--- config.mk ---
export PLATFORM = sky130hd
export DESIGN_NAME = matrix_streamer
export DESIGN_NICKNAME = d
export VERILOG_FILES = /design/src/rtl/matrix_streamer.sv
export SDC_FILE = /design/constraint.sdc
export NUM_CORES = 1
export LEC_CHECK = 0
export BUFFER_PORTS_ARGS = -buffer_cell sky130_fd_sc_hd__buf_2
export CAP_MARGIN = 20
export CORE_MARGIN = 5
export CORE_UTILIZATION = 50
export CTS_CLUSTER_SIZE = 28
export DETAILED_ROUTE_END_ITERATION = 8
export PLACE_DENSITY_LB_ADDON = 0.15
export SLEW_MARGIN = 20
export SYNTH_ARGS = -nofsm -noshare
export SYNTH_HDL_FRONTEND = slang
export SYNTH_SLANG_ARGS = --single-unit
--- constraint.sdc ---
create_clock -name clk -period 2.7 [get_ports clk]
set_input_delay 0.135 -clock clk [delete_from_list [all_inputs] [get_ports clk]]
set_output_delay 0.135 -clock clk [all_outputs]
set_load 0.005 [all_outputs]
--- src/rtl/matrix_streamer.sv ---
// Streams one N x N matrix from a 1-cycle-latency RAM in row- or column-major order
// through a 2-entry first-word-fall-through buffer with last-of-line/last-of-matrix flags.
module matrix_streamer #(
  parameter int W = 16,
  parameter int N = 4,
  localparam int AW = $clog2(N*N)
) (
  input  logic          clk,
  input  logic          rst_n,
  input  logic          start,
  input  logic          col_major,
  output logic          busy,
  output logic          done,
  output logic          mem_rd_en,
  output logic [AW-1:0] mem_addr,
  input  logic [W-1:0]  mem_rd_data,
  output logic [W-1:0]  m_data,
  output logic          m_valid,
  input  logic          m_ready,
  output logic          m_last_line,
  output logic          m_last
);

  localparam int IW = (N > 1) ? $clog2(N) : 1;
  localparam logic [AW-1:0] NA = AW'(N);
  localparam logic [IW-1:0] IMAX = IW'(N - 1);

  typedef enum logic {IDLE, RUN} state_t;

  state_t        state;
  logic [IW-1:0] o, i;
  logic          cm, more;
  logic          rd_line, rd_last;
  logic          pend, pend_line, pend_last;
  logic [W-1:0]  fifo_data [2];
  logic          fifo_line [2];
  logic          fifo_last [2];
  logic          wr_ptr, rd_ptr;
  logic [1:0]    count;

  logic          hs, accept, finish, run_n, issue, mode, more_now;
  logic          cur_line, cur_last;
  logic [IW-1:0] o_cur, i_cur;
  logic [1:0]    cnt_n;
  logic [2:0]    occ_n;
  logic [AW-1:0] addr_cur;

  // Returning read data counts as a buffer entry in its arrival cycle and is
  // bypassed to the head when the buffer is empty, giving start->valid in 2 cycles.
  always_comb begin
    m_valid = (count != '0) || pend;
    if (count != '0) begin
      m_data      = fifo_data[rd_ptr];
      m_last_line = fifo_line[rd_ptr];
      m_last      = fifo_last[rd_ptr];
    end else if (pend) begin
      m_data      = mem_rd_data;
      m_last_line = pend_line;
      m_last      = pend_last;
    end else begin
      m_data      = '0;
      m_last_line = 1'b0;
      m_last      = 1'b0;
    end
    hs       = m_valid && m_ready;
    accept   = (state == IDLE) && start;
    finish   = (state == RUN) && hs && m_last;
    run_n    = accept || ((state == RUN) && !finish);
    cnt_n    = count + {1'b0, pend} - {1'b0, hs};
    occ_n    = {1'b0, cnt_n} + {2'b00, mem_rd_en};
    mode     = accept ? col_major : cm;
    more_now = accept || more;
    o_cur    = accept ? '0 : o;
    i_cur    = accept ? '0 : i;
    issue    = run_n && more_now && (occ_n < 3'd2);
    cur_line = (i_cur == IMAX);
    cur_last = cur_line && (o_cur == IMAX);
    addr_cur = mode ? (AW'(i_cur) * NA + AW'(o_cur))
                    : (AW'(o_cur) * NA + AW'(i_cur));
  end

  always_ff @(posedge clk or negedge rst_n) begin
    if (!rst_n) begin
      state     <= IDLE;
      busy      <= 1'b0;
      done      <= 1'b0;
      cm        <= 1'b0;
      more      <= 1'b0;
      o         <= '0;
      i         <= '0;
      mem_rd_en <= 1'b0;
      mem_addr  <= '0;
      rd_line   <= 1'b0;
      rd_last   <= 1'b0;
      pend      <= 1'b0;
      pend_line <= 1'b0;
      pend_last <= 1'b0;
      wr_ptr    <= 1'b0;
      rd_ptr    <= 1'b0;
      count     <= '0;
      for (int unsigned k = 0; k < 2; k++) begin
        fifo_data[k] <= '0;
        fifo_line[k] <= 1'b0;
        fifo_last[k] <= 1'b0;
      end
    end else begin
      state     <= run_n ? RUN : IDLE;
      busy      <= run_n;
      done      <= finish;
      mem_rd_en <= issue;
      if (accept)
        cm <= col_major;
      if (issue) begin
        mem_addr <= addr_cur;
        rd_line  <= cur_line;
        rd_last  <= cur_last;
        more     <= !cur_last;
        if (cur_line) begin
          i <= '0;
          o <= o_cur + 1'b1;
        end else begin
          i <= i_cur + 1'b1;
          o <= o_cur;
        end
      end
      pend      <= mem_rd_en;
      pend_line <= rd_line;
      pend_last <= rd_last;
      if (pend) begin
        fifo_data[wr_ptr] <= mem_rd_data;
        fifo_line[wr_ptr] <= pend_line;
        fifo_last[wr_ptr] <= pend_last;
        wr_ptr            <= ~wr_ptr;
      end
      if (hs)
        rd_ptr <= ~rd_ptr;
      count <= cnt_n;
    end
  end

endmodule

==> results of run 1 <==
## per-stage QoR
stage	hold slack (ns)	setup TNS [ns]
2_1_floorplan	-0.161	-0.122
3_3_place_gp	0.137	0
3_5_place_dp	0.143	-0.0330
4_1_cts	0.0296	0
5_1_grt	0.0436	-0.295
6_report	0.0403	0
## area by class of cell
cell class / count / area, µm² / area share [%]
multi-input combinational: 140 / 1230 / 36.9
timing repair buffer: 62 / 357 / 10.7
clock buffer: 14 / 173 / 5.17
sequential: 58 / 1450 / 43.4
inverter: 8 / 30.0 / 0.899
tap: 70 / 87.6 / 2.62
clock inverter: 2 / 10.0 / 0.300
## worst min path at each step
stage	start	to	cells past startpoint	slack, ns
2_1_floorplan	rst_n	busy	0	-0.16
3_3_place_gp	rst_n	busy	1	0.14
3_5_place_dp	rst_n	busy	1	0.14
4_1_cts	col_major	cm	2	0.03
5_1_grt	col_major	cm	2	0.04
6_report	col_major	cm	2	0.04
## logic make-up after synthesis
group | after synthesis
buf+inv | 20
simple gates | 41
xor+xnor | 3
compound gates | 26
flops | 58
mux | 66
fa+ha+maj | 4
## worst max-delay path, delay by kind of cell (launching register included)
family / cells / cell delay [ns]
AND/OR/NAND/NOR: 3 / 0.74
adder cells (fa/ha/maj): 2 / 0.40
flip-flops: 1 / 0.37
multiplexers: 1 / 0.34
AO/OA/AOI/OAI: 1 / 0.32
buffers and inverters: 2 / 0.21
XOR/XNOR: 1 / 0.19
## registers in the layout (all words and copies together), names as in the netlist
signal	cells
cm	1
mem_rd_en	1
fifo_last	2
wr_ptr	1
rd_last	1
count	2
busy	1
i	2
mem_addr	4
pend_line	1
pend	1
fifo_data	32
pend_last	1
fifo_line	2
done	1
more	1
rd_ptr	1
rd_line	1
o	2
## synthesized netlist by cell type (2+ instances only)
library cell | count | area, µm²
nand3_1 | 20 | 100
inv_1 | 8 | 30.0
dfrtp_1 | 58 | 1450
buf_1 | 2 | 7.51
ha_1 | 4 | 50.1
mux2i_1 | 21 | 210
xor2_1 | 2 | 17.5
nor2_1 | 3 | 11.3
clkbuf_1 | 8 | 30.0
and2_1 | 4 | 25.0
mux2_2 | 45 | 507
nor3_1 | 2 | 10.0
o21ai_0 | 20 | 100
nand2b_1 | 2 | 12.5
nand2_1 | 4 | 15.0
## power by group through the flow
stage	Combinational (mW)	Clock, mW	Sequential [mW]
final	2.42	0.721	1.49
after global routing	2.63	0.784	1.54
after CTS	2.31	0.742	1.49
after detailed placement	2.12	0	1.50
after global placement	2.07	0	1.48
after floorplan	1.48	0	1.45
## metal layers
layer | GRT usage, % | wire length, µm | vias to the layer above
li1 | - | - | 904
met2 | 26.5 | 2610 | 34
met4 | 8.33 | 104 | 0
met5 | 0 | 0 | -
met1 | 19.5 | 2390 | 925
met3 | 5.33 | 290 | 9
## what timing repair did
item	4_1_cts	5_1_grt
buffers inserted	3	1
hold endpoints to repair	22	0
hold buffers	1	0
setup endpoints to repair	7	9
gates cloned	1	0
gates resized for setup	5	6
==> impl_metrics.ini, run 1 <==
[die]
die_w_um = 83.6
start_util_pct = 52.4
io_pins = 47
fp-row-count = 26
die_y_um = 83.6
core_um2 = 5170
die_area_um2 = 6990

[grt]
grt_use_total_pct = 16.4
antenna_found_initial = 0
first_global_vias = 1930
grt_pass1_wl_um = 9130
grt-ovfl-total = 0
grt_start_max_net_pins = 37

[logic_synthesis]
ys_async_sr_fraction_pct = 100
synth-simple-area-share_pct = 8.17
synth_warnings = 0
synth_compound_area_share_pct = 5.49
netlist_area_um2 = 2710
synth_edf_count = 0
synth_xor_area_share_pct = 1.52
synth_fa_ha_area_share_pct = 1.85
ys_seq_area_share_pct = 53.6
synth.area.mux_share_pct = 26.5
syn_inst = 218
avgSynthCellArea_um2 = 12.4
synth_cell_type_count = 30
synth_nets = 243
synth_top_family_by_area = multiplexers
synthFlopType = dfrtp_1
ys_ff_latch = 58

[timing]
finalHoldViolCount = 0
worst_pin_slew_ns = 0.556
fin_crit_sh_pct = 99.2
finalSetupViolations = 0
fin_skew_ns = 0.00350
period_needed_ns = 2.68
layout_setup_ws_ns = 0.0216
max_freq_mhz = 373
final_max_slew_viol_count = 0
rsz0062_at_grt = yes
slew_headroom_pct = 62.9

[clock_network]
clockRootBuffer = clkbuf_8
clock_path_buffers = 2
h-tree-depth = 3
cts_sinks = 58
cts_tree = built
clk_latency_ns = 0.32
cts_made_buffers = 9
path_clk_slew_ns = 0.06

[setup_path]
crit_start = count[0]
critPathCaptureType = flip-flop
cp_max_fo = 6
critPathArrivalTime_ns = 2.89
worstSetupPathType = reg -> reg
reg2reg_slack_ns = 0.02
cp.required_ns = 2.91
crit_slowest_cell = or3_4
r2r-start = count[0]
cp-start-kind = flip-flop
cp_common_cell = ha_4
path_cells = or3_4 > and2_4 > ha_4 > inv_2 > ha_4 > xor3_1 > a221o_1 > nor3_2 > buf_6 > mux2_2
r2r_end = i[0]
r2r_cells = 10
crit_path_max_incr_delay_ns = 0.38
crit_end = i[0]

[detailed_routing]
wl_um = 5390
dr_total_vias = 1872
drtIter0Drc = 116
viasPerCell = 5.29
drt-wirelength-per-cell_um = 15.2
dr.pass1.iters = 4
ant_nets = 0
drc = 0

[placement]
routabilityCongestion = 0.749
port_buffers = 46
pre_cts_slack_ns = -0.0132
dp_cells = 332
post-dp-hpwl_um = 3550
postPlaceCellArea_um2 = 3060

[final_layout]
fin_cells = 354
num-fill-cells = 407
final_cell_mix = dfrtp_1 (58), buf_2 (46), mux2_2 (40), mux2i_1 (21)
diodes = 0
final_util_pct = 64.6
fin_area_um2 = 3340
num-nets-final = 304
final_common_cell = dfrtp_1
drive_gt1_share_pct = 45.1
synthToLayoutAreaGrowth_pct = 23.3

[power_and_ir_drop]
comb_power_share_pct = 52.3
power_frac_clock_pct = 15.6
p_leak_nw = 1.58
peakVddDrop_mv = 0.776
seqPwrFrac_pct = 32.1
powerDensity_nw_per_um2 = 1380
swShare_pct = 34.1
p_int_mw = 3.05
power_mw = 4.63
switching_power_mw = 1.58

[min_path]
min_path_type = in -> reg

[run]
maxCapViolCount = 0

[run_status]
status = complete, no violations
Power figures use the tool's default switching activity.
==> run 2, diff against run 1 <==
PLACE_DENSITY = 0.8   (was unset)
PLACE_DENSITY_LB_ADDON = unset   (was 0.15)
==> impl_metrics.ini, run 2 (same netlist as run 1, synthesis figures left out) <==
[setup_path]
worstSetupPathType = reg -> reg
cp-start-kind = flip-flop
crit_family = simple AND/OR/NAND/NOR gates
critPathCaptureType = flip-flop
cp_max_fo = 6
cp_common_cell = ha_4
critPathArrivalTime_ns = 2.94
crit_buf_inv = 2
crit_slowest_cell = dfrtp_1
crit_path_max_incr_delay_ns = 0.39
path_cells = or3_4 > and2_4 > ha_4 > inv_2 > ha_4 > xor3_1 > a221o_1 > nor3_2 > buf_6 > mux2_2
cp.required_ns = 2.91

[power_and_ir_drop]
power_frac_clock_pct = 15.0
power_mw = 4.66
comb_power_share_pct = 53.0
p_int_mw = 3.05
seqPwrFrac_pct = 32.0
powerDensity_nw_per_um2 = 1380
peakVddDrop_mv = 1.01
p_leak_nw = 1.59
switching_power_mw = 1.61
swShare_pct = 34.5

[grt]
grt_use_total_pct = 16.6
first_global_vias = 2025
grt-ovfl-total = 0
antenna_found_initial = 0
grt_start_max_net_pins = 59
grt_pass1_wl_um = 9220

[timing]
rsz0062_at_grt = yes
finalSetupViolations = 7
final_max_slew_viol_count = 0
layout_setup_ws_ns = -0.0313
slew_headroom_pct = 46.1
fin_crit_sh_pct = 101
max_freq_mhz = 366
finalHoldViolCount = 0
period_needed_ns = 2.73
worst_pin_slew_ns = 0.807
fin_skew_ns = 0.00711

[detailed_routing]
ant_nets = 0
drtIter0Drc = 105
wl_met1_um = 2460
dr.pass1.iters = 4
drt-wirelength-per-cell_um = 15.4
wl_met3_um = 230
dr_total_vias = 1912
top_layer = met4
drc = 0
routed-wl-met2_um = 2780
viasPerCell = 5.36
wl_um = 5510

[die]
core_um2 = 5170
start_util_pct = 52.4
io_pins = 47
fp-row-count = 26
die_y_um = 83.6
die_area_um2 = 6990
die_w_um = 83.6

[clock_network]
cts_tree = built
h-tree-depth = 3
cts_made_buffers = 9
path_clk_slew_ns = 0.07
clockRootBuffer = clkbuf_8
cts_sinks = 58
clk_latency_ns = 0.33
clock_path_buffers = 2

[min_path]
min_path_type = in -> reg

[run]
maxCapViolCount = 0

[final_layout]
num-nets-final = 308
reg_top3 = fifo_data: 32 flops, mem_addr: 4 flops
final_cell_mix = dfrtp_1 (58), buf_2 (46), mux2_2 (41), mux2i_1 (21)
diodes = 0
drive_gt1_share_pct = 46.0
largest-register = fifo_data
fin_area_um2 = 3360
largest_reg_flops = 32
final_common_cell = dfrtp_1
synthToLayoutAreaGrowth_pct = 24.1
num-fill-cells = 388

[placement]
pre_cts_slack_ns = -0.0411
port_buffers = 46
routabilityCongestion = 0.741
post-dp-hpwl_um = 3560
postPlaceCellArea_um2 = 3070

[run_status]
violations = negative setup slack
status = complete, but fails checks
## run 2: changes by cell type in the layout (fill, tap and decap cells not counted)
cell	change
mux2_2	+1
clkbuf_1	-1
buf_6	+2
buf_4	+2
mux2_4	-1
clkinv_2	+1
clkbuf_8	-1
## run 2: area by class of cell
type                       instances  area [µm²]  area share (%)
multi-input combinational        140        1230            36.5
sequential                        58        1450            43.2
timing repair buffer              66         394            11.7
inverter                           8        30.0           0.893
clock inverter                     3        15.0           0.447
clock buffer                      12         155            4.61
tap                               70        87.6            2.61
## run 2: power by group through the flow
stage / Sequential (mW) / Clock (mW) / Combinational (mW)
global route: 1.55 / 0.763 / 2.70
global placement: 1.47 / 0 / 2.07
finish: 1.49 / 0.698 / 2.47
floorplan: 1.45 / 0 / 1.48
CTS: 1.49 / 0.708 / 2.36
detailed placement: 1.50 / 0 / 2.13
## run 2: metal layers
metal | track usage (%) | vias up
met5 | 0 | -
met4 | 5.85 | 0
met3 | 7.11 | 4
met2 | 27.4 | 37
met1 | 19.2 | 953
li1 | - | 918
## run 2: metrics by stage
| step | setup TNS (ns) | hold slack (ns) | util (%) | cells |
|---|---|---|---|---|
| floorplan | -0.122 | -0.161 | - | 218 |
| detailed placement | -0.275 | 0.317 | 59.4 | 333 |
| CTS | 0 | 0.0227 | 64.2 | 355 |
| finish | -0.0994 | 0.0306 | 65.0 | 357 |
| global placement | 0 | 0.313 | 59.4 | 333 |
| global route | -0.699 | 0.0109 | 65.0 | 357 |
## run 2: repair_timing
action | CTS | global route
buffers inserted | 5 | 2
hold endpoints to repair | 58 | 0
resized for setup | 5 | 7
pin swaps | 0 | 1
gates cloned | 1 | 0
hold buffers | 1 | 0
setup endpoints to repair | 7 | 11
## run 2: worst paths after layout
kind                       depth (start not counted)            to  slack, ns      start
max                                               10   mem_addr[0]      -0.03   count[0]
min                                                2            cm       0.03  col_major
max reg2reg                                       10   mem_addr[0]      -0.03   count[0]
min reg2reg                                        0     pend_line       0.38    rd_line
max in group asynchronous                          3          done       1.75      rst_n
min in group asynchronous                          3  fifo_data[7]       0.48      rst_n
